**src/rtl/seg_display_scan_pkg.sv**
```systemverilog
// Shared constants for the 4-digit multiplexed 7-segment scanner.
// Segment patterns are active-low, bit order {g,f,e,d,c,b,a}.
package seg_display_scan_pkg;

  localparam int DEF_REFRESH_DIV  = 100000;
  localparam int DEF_BLINK_FRAMES = 125;

  localparam logic [6:0] SEG_0     = 7'b1000000;
  localparam logic [6:0] SEG_1     = 7'b1111001;
  localparam logic [6:0] SEG_2     = 7'b0100100;
  localparam logic [6:0] SEG_3     = 7'b0110000;
  localparam logic [6:0] SEG_4     = 7'b0011001;
  localparam logic [6:0] SEG_5     = 7'b0010010;
  localparam logic [6:0] SEG_6     = 7'b0000010;
  localparam logic [6:0] SEG_7     = 7'b1111000;
  localparam logic [6:0] SEG_8     = 7'b0000000;
  localparam logic [6:0] SEG_9     = 7'b0010000;
  localparam logic [6:0] SEG_DASH  = 7'b0111111;
  localparam logic [6:0] SEG_BLANK = 7'b1111111;

  localparam logic [3:0] ANODE_OFF = 4'b1111;

  // Active-low one-hot digit select for a scan index.
  function automatic logic [3:0] anode_sel(input logic [1:0] idx);
    return ~(4'b0001 << idx);
  endfunction

endpackage

```
**src/rtl/seg_display_scan_seg7_decode.sv**
```systemverilog
// Combinational 4-bit value to active-low 7-segment pattern.
// Values above 9 show a dash so invalid BCD is visible on the display.
module seg7_decode
  import seg_display_scan_pkg::*;
(
  input  logic [3:0] value,
  output logic [6:0] seg
);

  always_comb begin
    seg = SEG_DASH;
    case (value)
      4'd0:    seg = SEG_0;
      4'd1:    seg = SEG_1;
      4'd2:    seg = SEG_2;
      4'd3:    seg = SEG_3;
      4'd4:    seg = SEG_4;
      4'd5:    seg = SEG_5;
      4'd6:    seg = SEG_6;
      4'd7:    seg = SEG_7;
      4'd8:    seg = SEG_8;
      4'd9:    seg = SEG_9;
      default: seg = SEG_DASH;
    endcase
  end

endmodule

```
**src/rtl/seg_display_scan.sv**
```systemverilog
// Time-multiplexed 4-digit 7-segment driver with per-digit blink,
// decimal points and leading-zero blanking; outputs are registered.
module seg_display_scan
  import seg_display_scan_pkg::*;
#(
  parameter int REFRESH_DIV  = DEF_REFRESH_DIV,
  parameter int BLINK_FRAMES = DEF_BLINK_FRAMES
) (
  input  logic       clk,
  input  logic       rst,
  input  logic [3:0] d0,
  input  logic [3:0] d1,
  input  logic [3:0] d2,
  input  logic [3:0] d3,
  input  logic [3:0] dp_mask,
  input  logic [3:0] blink_mask,
  input  logic       lz_blank,
  output logic [3:0] anode,
  output logic [6:0] seg,
  output logic       dp
);

  localparam int CNT_W = $clog2(REFRESH_DIV);
  localparam int FRM_W = (BLINK_FRAMES > 1) ? $clog2(BLINK_FRAMES) : 1;
  localparam logic [CNT_W-1:0] CNT_MAX = CNT_W'(REFRESH_DIV - 1);
  localparam logic [FRM_W-1:0] FRM_MAX = FRM_W'(BLINK_FRAMES - 1);

  logic [CNT_W-1:0] cnt_q, cnt_d;
  logic [1:0]       idx_q, idx_d;
  logic [FRM_W-1:0] frm_q, frm_d;
  logic             blink_q, blink_d;
  logic [3:0]       anode_q, anode_d;
  logic [6:0]       seg_q, seg_d;
  logic             dp_q, dp_d;

  logic             tick;
  logic             frame_done;
  logic [3:0]       digit;
  logic [6:0]       digit_seg;
  logic             blank;

  seg7_decode u_decode (
    .value (digit),
    .seg   (digit_seg)
  );

  always_comb begin
    tick       = (cnt_q == CNT_MAX);
    frame_done = tick && (idx_q == 2'd3);
    cnt_d      = tick ? '0 : cnt_q + 1'b1;
    idx_d      = tick ? idx_q + 2'd1 : idx_q;
    frm_d      = frm_q;
    blink_d    = blink_q;
    if (frame_done) begin
      if (frm_q == FRM_MAX) begin
        frm_d   = '0;
        blink_d = ~blink_q;
      end else begin
        frm_d = frm_q + 1'b1;
      end
    end
  end

  // Digit inputs are read live each cycle, not latched per scan slot.
  always_comb begin
    digit = d0;
    case (idx_q)
      2'd0: digit = d0;
      2'd1: digit = d1;
      2'd2: digit = d2;
      2'd3: digit = d3;
      default: digit = d0;
    endcase
    blank = (blink_q && blink_mask[idx_q]) ||
            ((idx_q == 2'd3) && lz_blank && (d3 == 4'd0));
    anode_d = blank ? ANODE_OFF : anode_sel(idx_q);
    seg_d   = blank ? SEG_BLANK : digit_seg;
    dp_d    = blank ? 1'b1 : ~dp_mask[idx_q];
  end

  always_ff @(posedge clk or posedge rst) begin
    if (rst) begin
      cnt_q   <= '0;
      idx_q   <= 2'd0;
      frm_q   <= '0;
      blink_q <= 1'b0;
      anode_q <= ANODE_OFF;
      seg_q   <= SEG_BLANK;
      dp_q    <= 1'b1;
    end else begin
      cnt_q   <= cnt_d;
      idx_q   <= idx_d;
      frm_q   <= frm_d;
      blink_q <= blink_d;
      anode_q <= anode_d;
      seg_q   <= seg_d;
      dp_q    <= dp_d;
    end
  end

  assign anode = anode_q;
  assign seg   = seg_q;
  assign dp    = dp_q;

endmodule

```
**config.mk**
```make
export PLATFORM = sky130hd
export DESIGN_NAME = seg_display_scan
export DESIGN_NICKNAME = d
export VERILOG_FILES = /design/src/rtl/seg_display_scan_pkg.sv /design/src/rtl/seg_display_scan_seg7_decode.sv /design/src/rtl/seg_display_scan.sv
export SDC_FILE = /design/constraint.sdc
export NUM_CORES = 1
export LEC_CHECK = 0
export CORE_MARGIN = 2
export CORE_UTILIZATION = 52
export CTS_CLUSTER_SIZE = 8
export DETAILED_ROUTE_END_ITERATION = 12
export HOLD_SLACK_MARGIN = 0.06
export PLACE_DENSITY = 0.79
export SYNTH_ARGS = -nofsm -noshare
export SYNTH_HDL_FRONTEND = slang
export SYNTH_SLANG_ARGS = --single-unit
```
**constraint.sdc**
```tcl
create_clock -name clk -period 2.8 [get_ports clk]
set_input_delay 0.56 -clock clk [delete_from_list [all_inputs] [get_ports clk]]
set_output_delay 0.56 -clock clk [all_outputs]
set_load 0.01 [all_outputs]
```
## Yosys cells after proc, flatten, opt, wreduce, memory -nomap -nowiden

Memories as Yosys holds them, arrays and structs flattened.
Cells that the tools add are included.

| storage, ports and cells | value |
|---|---|
| bits in registers | 39 |
| ROM bits | 112 |
| logic and storage cells | 39 |
| memories kept | 1 |

| cells by class | value |
|---|---|
| $add $sub $neg | 3 |
| order comparisons | 1 |
| equality and inequality tests | 5 |
| shift operators | 1 |
| multiplexer cells | 10 |
| bitwise operators | 3 |
| reduce and logical (&&, ||, !) cells | 8 |

Memory list:

| memory | depth | width | rd ports | clocked after Yosys merged registers in | write ports | RTL line | RTL |
|---|---|---|---|---|---|---|---|
| (no name shown) | 16 | 7 | 1 | 0 | 0 | seg_display_scan_seg7_decode.sv:12 | `case (value)` |

Operator list:

| cell | number |
|---|---|
| $add 17x1->17 const B | 1 |
| $eq 17x17->1 const B | 1 |
| $mux 17 | 1 |
| $pmux 4 s4 | 1 |
| $mux 7 | 2 |
| $add 7x1->7 const B | 1 |
| $eq 7x7->1 const B | 1 |
| $bmux 1 s2 | 2 |
| $eq 2x2->1 const B | 2 |
| $logic_and 1x1->1 | 4 |
| $logic_not 4->1 | 1 |
| $mux 4 | 1 |
| $not 4->4 | 1 |
| $shl 1x2->4 const A | 1 |
| $lt 2x3->1 const B | 1 |
| $mux 1 | 3 |
| $add 2x1->2 const B | 1 |
| $eq 2x1->1 const B | 1 |
| $logic_not 2->1 | 1 |
| $not 1->1 | 2 |
| $reduce_and 2->1 | 1 |
| $logic_or 1x1->1 | 1 |

## Logic depth before layout (Yosys ltp)

| logic depth | value |
|---|---|
| depth after elaboration | 5 |
| gate-level depth with buffers | 9 |
| depth with buffers taken out | 9 |

## Hierarchy

A second synthesis with hierarchy kept.

| second synthesis, totals | value |
|---|---|
| cells, all modules | 212 |
| area total of the unflattened synthesis | 2,198.4 µm² |

By module, submodules not included:

| module | times used | cells each | area an instance (µm²) | seq. area each (µm²) |
|---|---|---|---|---|
| seg_display_scan | 1 | 179 | 1,993.2 | 991.0 |
| seg7_decode | 1 | 33 | 205.2 | 0.0 |

## Least setup slack after synthesis

Ideal clock, no wire load.

| timing | value |
|---|---|
| path type | reg-to-reg |
| from | reg idx_q[0] |
| to | reg seg_q[3], in the netlist seg[3] |
| arrival | 2.151 ns |
| required time | 2.713 ns |
| setup slack | 0.562 ns |
| stages on the path, launching flop included | 10 |
| path buffers | 1 |
| path through | dfrtp_1 inv_1 ha_1 clkbuf_1 mux2i_1 inv_1 ha_1 inv_1 o21ai_0 nand3_1 |

| between the ends | value |
|---|---|
| cells in the longest elaborated chain, start to end | 5 |
| elaborated cells on any way between the ends | 13 |

RTL lines:

| item | RTL line | RTL |
|---|---|---|
| start, declared | seg_display_scan.sv:29 | `logic [1:0] idx_q, idx_d;` |
| start signal, assigned | seg_display_scan.sv:92 | `idx_q <= idx_d;` |
| branches (longest 4 deep; another with $mem_v2 16x7) | - |  |
| $mux 7 * | seg_display_scan.sv:77 | `seg_d = blank ? SEG_BLANK : digit_seg;` |
| named net seg_d[3] | seg_display_scan.sv:33 | `logic [6:0] seg_q, seg_d;` |
| end signal, assigned | seg_display_scan.sv:96 | `seg_q <= seg_d;` |
| end, declared | seg_display_scan.sv:33 |  |

Mark *: on every way through the listed nets, which the timed path passes. The select of a mux whose other input is x is not followed.
A chain may end at the register's enable or synchronous reset.

## Final worst setup path

Ends and elaborated chain as after synthesis.

==> flow_summary_export.csv <==
group,metric,value,unit
critical_path,end_kind,"flop",
critical_path,critPathRequiredTime,3.01,ns
logic_synthesis,ys_seq_area_frac,0.466,
logic_synthesis,yosys.area.top_type,"dfrtp_1",
route,drtIter0Drc,114,
logic_synthesis,postSynthAreaPerCell,10.5,um2
place,pre_cts_slack,0.213,ns
grt,grt_max_degree,34,
clocking,clock_latency,0.29,ns
critical_path,crit_family,"multiplexers",
floorplanning,die_w,68.0,um
logic_synthesis,synthArstFlopShare,1.00,
critical_path,max_stage_delay,0.69,ns
finish,layout.nets,283,
clocking,cts_tree,"done",
timing,setup_viol,0,
floorplanning,die-area,0.00462,mm2
place,io_buffers,38,
route,drc,0,
timing,drv_slew,0,
finish,drive_gt1_frac,0.142,
grt,grt_overflow,0,
grt,antenna_found_initial,0,
outcome,status,"finished clean",
clocking,postCtsSetupBuffers,0,
timing,hold_violations,0,
clocking,numCtsBuffers,5,
logic_synthesis,synth_cells,202,
power,p_leak,1.16,nW
critical_path,critPathMaxFanout,11,
logic_synthesis,netlist-cell-type-count,48,
critical_path,crit_buf_inv,3,
critical_path,crit_chain,"inv_1 -> ha_1 -> mux2i_1 -> inv_1 -> ha_1 -> inv_1 -> o21ai_0 -> nand3_1",
place,dpl-instance-area,0.00257,mm2
route,viasPerCell,5.58,
logic_synthesis,synth_common_cells,"dfrtp_1 (27), inv_1 (16), nor2_1 (13), dfstp_2 (12), nand2_1 (12)",
clocking,holdBufCountCts,0,
power,worst_ir_drop_vdd,158,uV
logic_synthesis,synth-edff-count,0,
place,hpwl,3.08,mm
flow_run,cap_violations,0,
clocking,h-tree-depth,2,
power,p_total,0.00107,W
timing,fin_crit,2.49,ns
floorplanning,initial_core_util,0.536,
timing,max_freq,401,MHz
route,routed_wl,4.13,mm
logic_synthesis,ys.flop_type,"dfrtp_1",
clocking,path_clk_slew,0.07,ns
route,drtAntennaViolNets,0,
finish,syn2layout_area_growth,25.3,%
logic_synthesis,yosys_register_bits,39,
floorplanning,rows,23,
finish,finalInstanceArea,0.00267,mm2
logic_synthesis,synth_warnings,0,
logic_synthesis,synth_most_common_cell,"dfrtp_1",
logic_synthesis,syn-cell-area,0.00213,mm2
critical_path,cp_common_cell,"inv_1",
route,avgRoutedWirePerCell,14.0,um
logic_synthesis,netlist.area_leader.share,0.317,
timing,holdWs,0.484,ns
route,num_vias,1652,
critical_path,worst_path_max_delay_cell,"mux2i_1",
timing,fin_ws,0.309,ns
timing,maxSlewHeadroom,0.418,
power,power_density,403,mW/mm2
logic_synthesis,synth_area_leaders,"dfrtp_1 (32%), dfstp_2 (15%), ha_1 (6.5%)",
clocking,cts.repair.resized,0,
critical_path,critPathKind,"flop to flop",
timing,rsz0062_at_grt,"no",
floorplanning,io_pins,39,
grt,track_usage,0.204,
place,gp_routability_congestion,0.764,
critical_path,cp-start-kind,"flop",
clocking,cts_buffer_depth,2,
timing,fin_skew,0.00273,ns
grt,grt_pass1_vias,1516,
timing,worst_pin_slew,0.849,ns
floorplanning,core_region_area,0.00397,mm2
floorplanning,dieHeight,68.0,um
grt,grt_pass1_wl,6.95,mm
critical_path,cp.arrival,2.70,ns
logic_synthesis,synth.net_count,240,
route,drt_pass1_iterations,4,
clocking,clkSinkCount,39,
timing,fin_crit_sh,0.890,
timing,tns,0,ns
finish,diodes,0,
clocking,cts_root_buf,"clkbuf_8",
min_path,min-delay-path-class,"input port to async pin",
## per-layer routing
metal	wire [um]	GRT usage
met5	0	0
met4	71	0.0775
met3	179	0.0559
met2	1970	0.317
met1	1910	0.270
## worst reg2reg max path: stages, from the launching register on
cell and delay (ns):
dfrtp_1 0.46, inv_1 0.17, ha_1 0.34, mux2i_1 0.69
inv_1 0.10, ha_1 0.32, inv_1 0.04, o21ai_0 0.18
nand3_1 0.11
## power breakdown
part           leakage [nW]  internal (W)  total, W  switching [W]
sequential            0.489      0.000579  0.000581     0.00000209
clock                0.0482      0.000199  0.000393       0.000194
combinational         0.624     0.0000598  0.000101      0.0000409
## cell families (layout without fill, tap and decap cells)
family / count (synthesis) / count (layout) / share of synthesized area
AOI/OAI and AO/OA: 37 / 37 / 0.116
xor gates and xnor gates: 14 / 14 / 0.0576
adders and majority gates: 11 / 11 / 0.0647
buffers and inverters: 24 / 68 / 0.0476
DFF: 39 / 39 / 0.466
muxes: 9 / 9 / 0.0570
and+or+nand+nor: 68 / 68 / 0.191
## sequential cells by signal, summed over array words and instances (netlist names)
register	flops
cnt_q	17
frm_q	7
seg	7
anode	4
idx_q	2
blink_q	1
dp	1
## through the flow
step | util | cells
3_5_place_dp | 0.648 | 288
4_1_cts | 0.671 | 296
5_1_grt | 0.671 | 296
6_report | 0.671 | 296
3_3_place_gp | 0.648 | 288
2_1_floorplan | - | 202
## final timing paths
kind	end	depth (start not counted)	from	slack, ns
worst max-delay path	seg[3]	8	idx_q[0]	0.31
worst min-delay path	cnt_q[6]	2	rst	0.48
worst max register to register	seg[3]	8	idx_q[0]	0.31
worst min register to register	blink_q	1	blink_q	0.49
max in group asynchronous	seg[0]	3	rst	1.61
min in group clk	blink_q	1	blink_q	0.49
## area by class of cell
type	count	area [um2]
Fill cell	316	1310
Multi-Input combinational cell	139	1040
Sequential cell	39	991
Timing Repair Buffer	44	425
Clock buffer	7	86.3
Tap cell	50	62.6
Inverter	16	60.1
Clock inverter	1	5.00
## placed cells by master, fill, tap and decap left out, drive strengths merged, types with 3 or more instances in the layout
| cell type | n |
|---|---|
| o21ai | 11 |
| or3 | 3 |
| nand2 | 13 |
| nand4 | 3 |
| mux2i | 5 |
| xnor2 | 10 |
| dfrtp | 27 |
| a31oi | 5 |
| clkbuf | 7 |
| dfstp | 12 |
| and3 | 3 |
| nor2 | 13 |
| a21oi | 5 |
| or4b | 4 |
| ha | 11 |
| inv | 16 |
| buf | 6 |
| nor4 | 3 |
| a222oi | 4 |
| xor2 | 4 |
| nand3 | 12 |
| and4 | 5 |
| clkdlybuf4s50 | 38 |
Note: power is estimated with default switching activity, not from simulation.
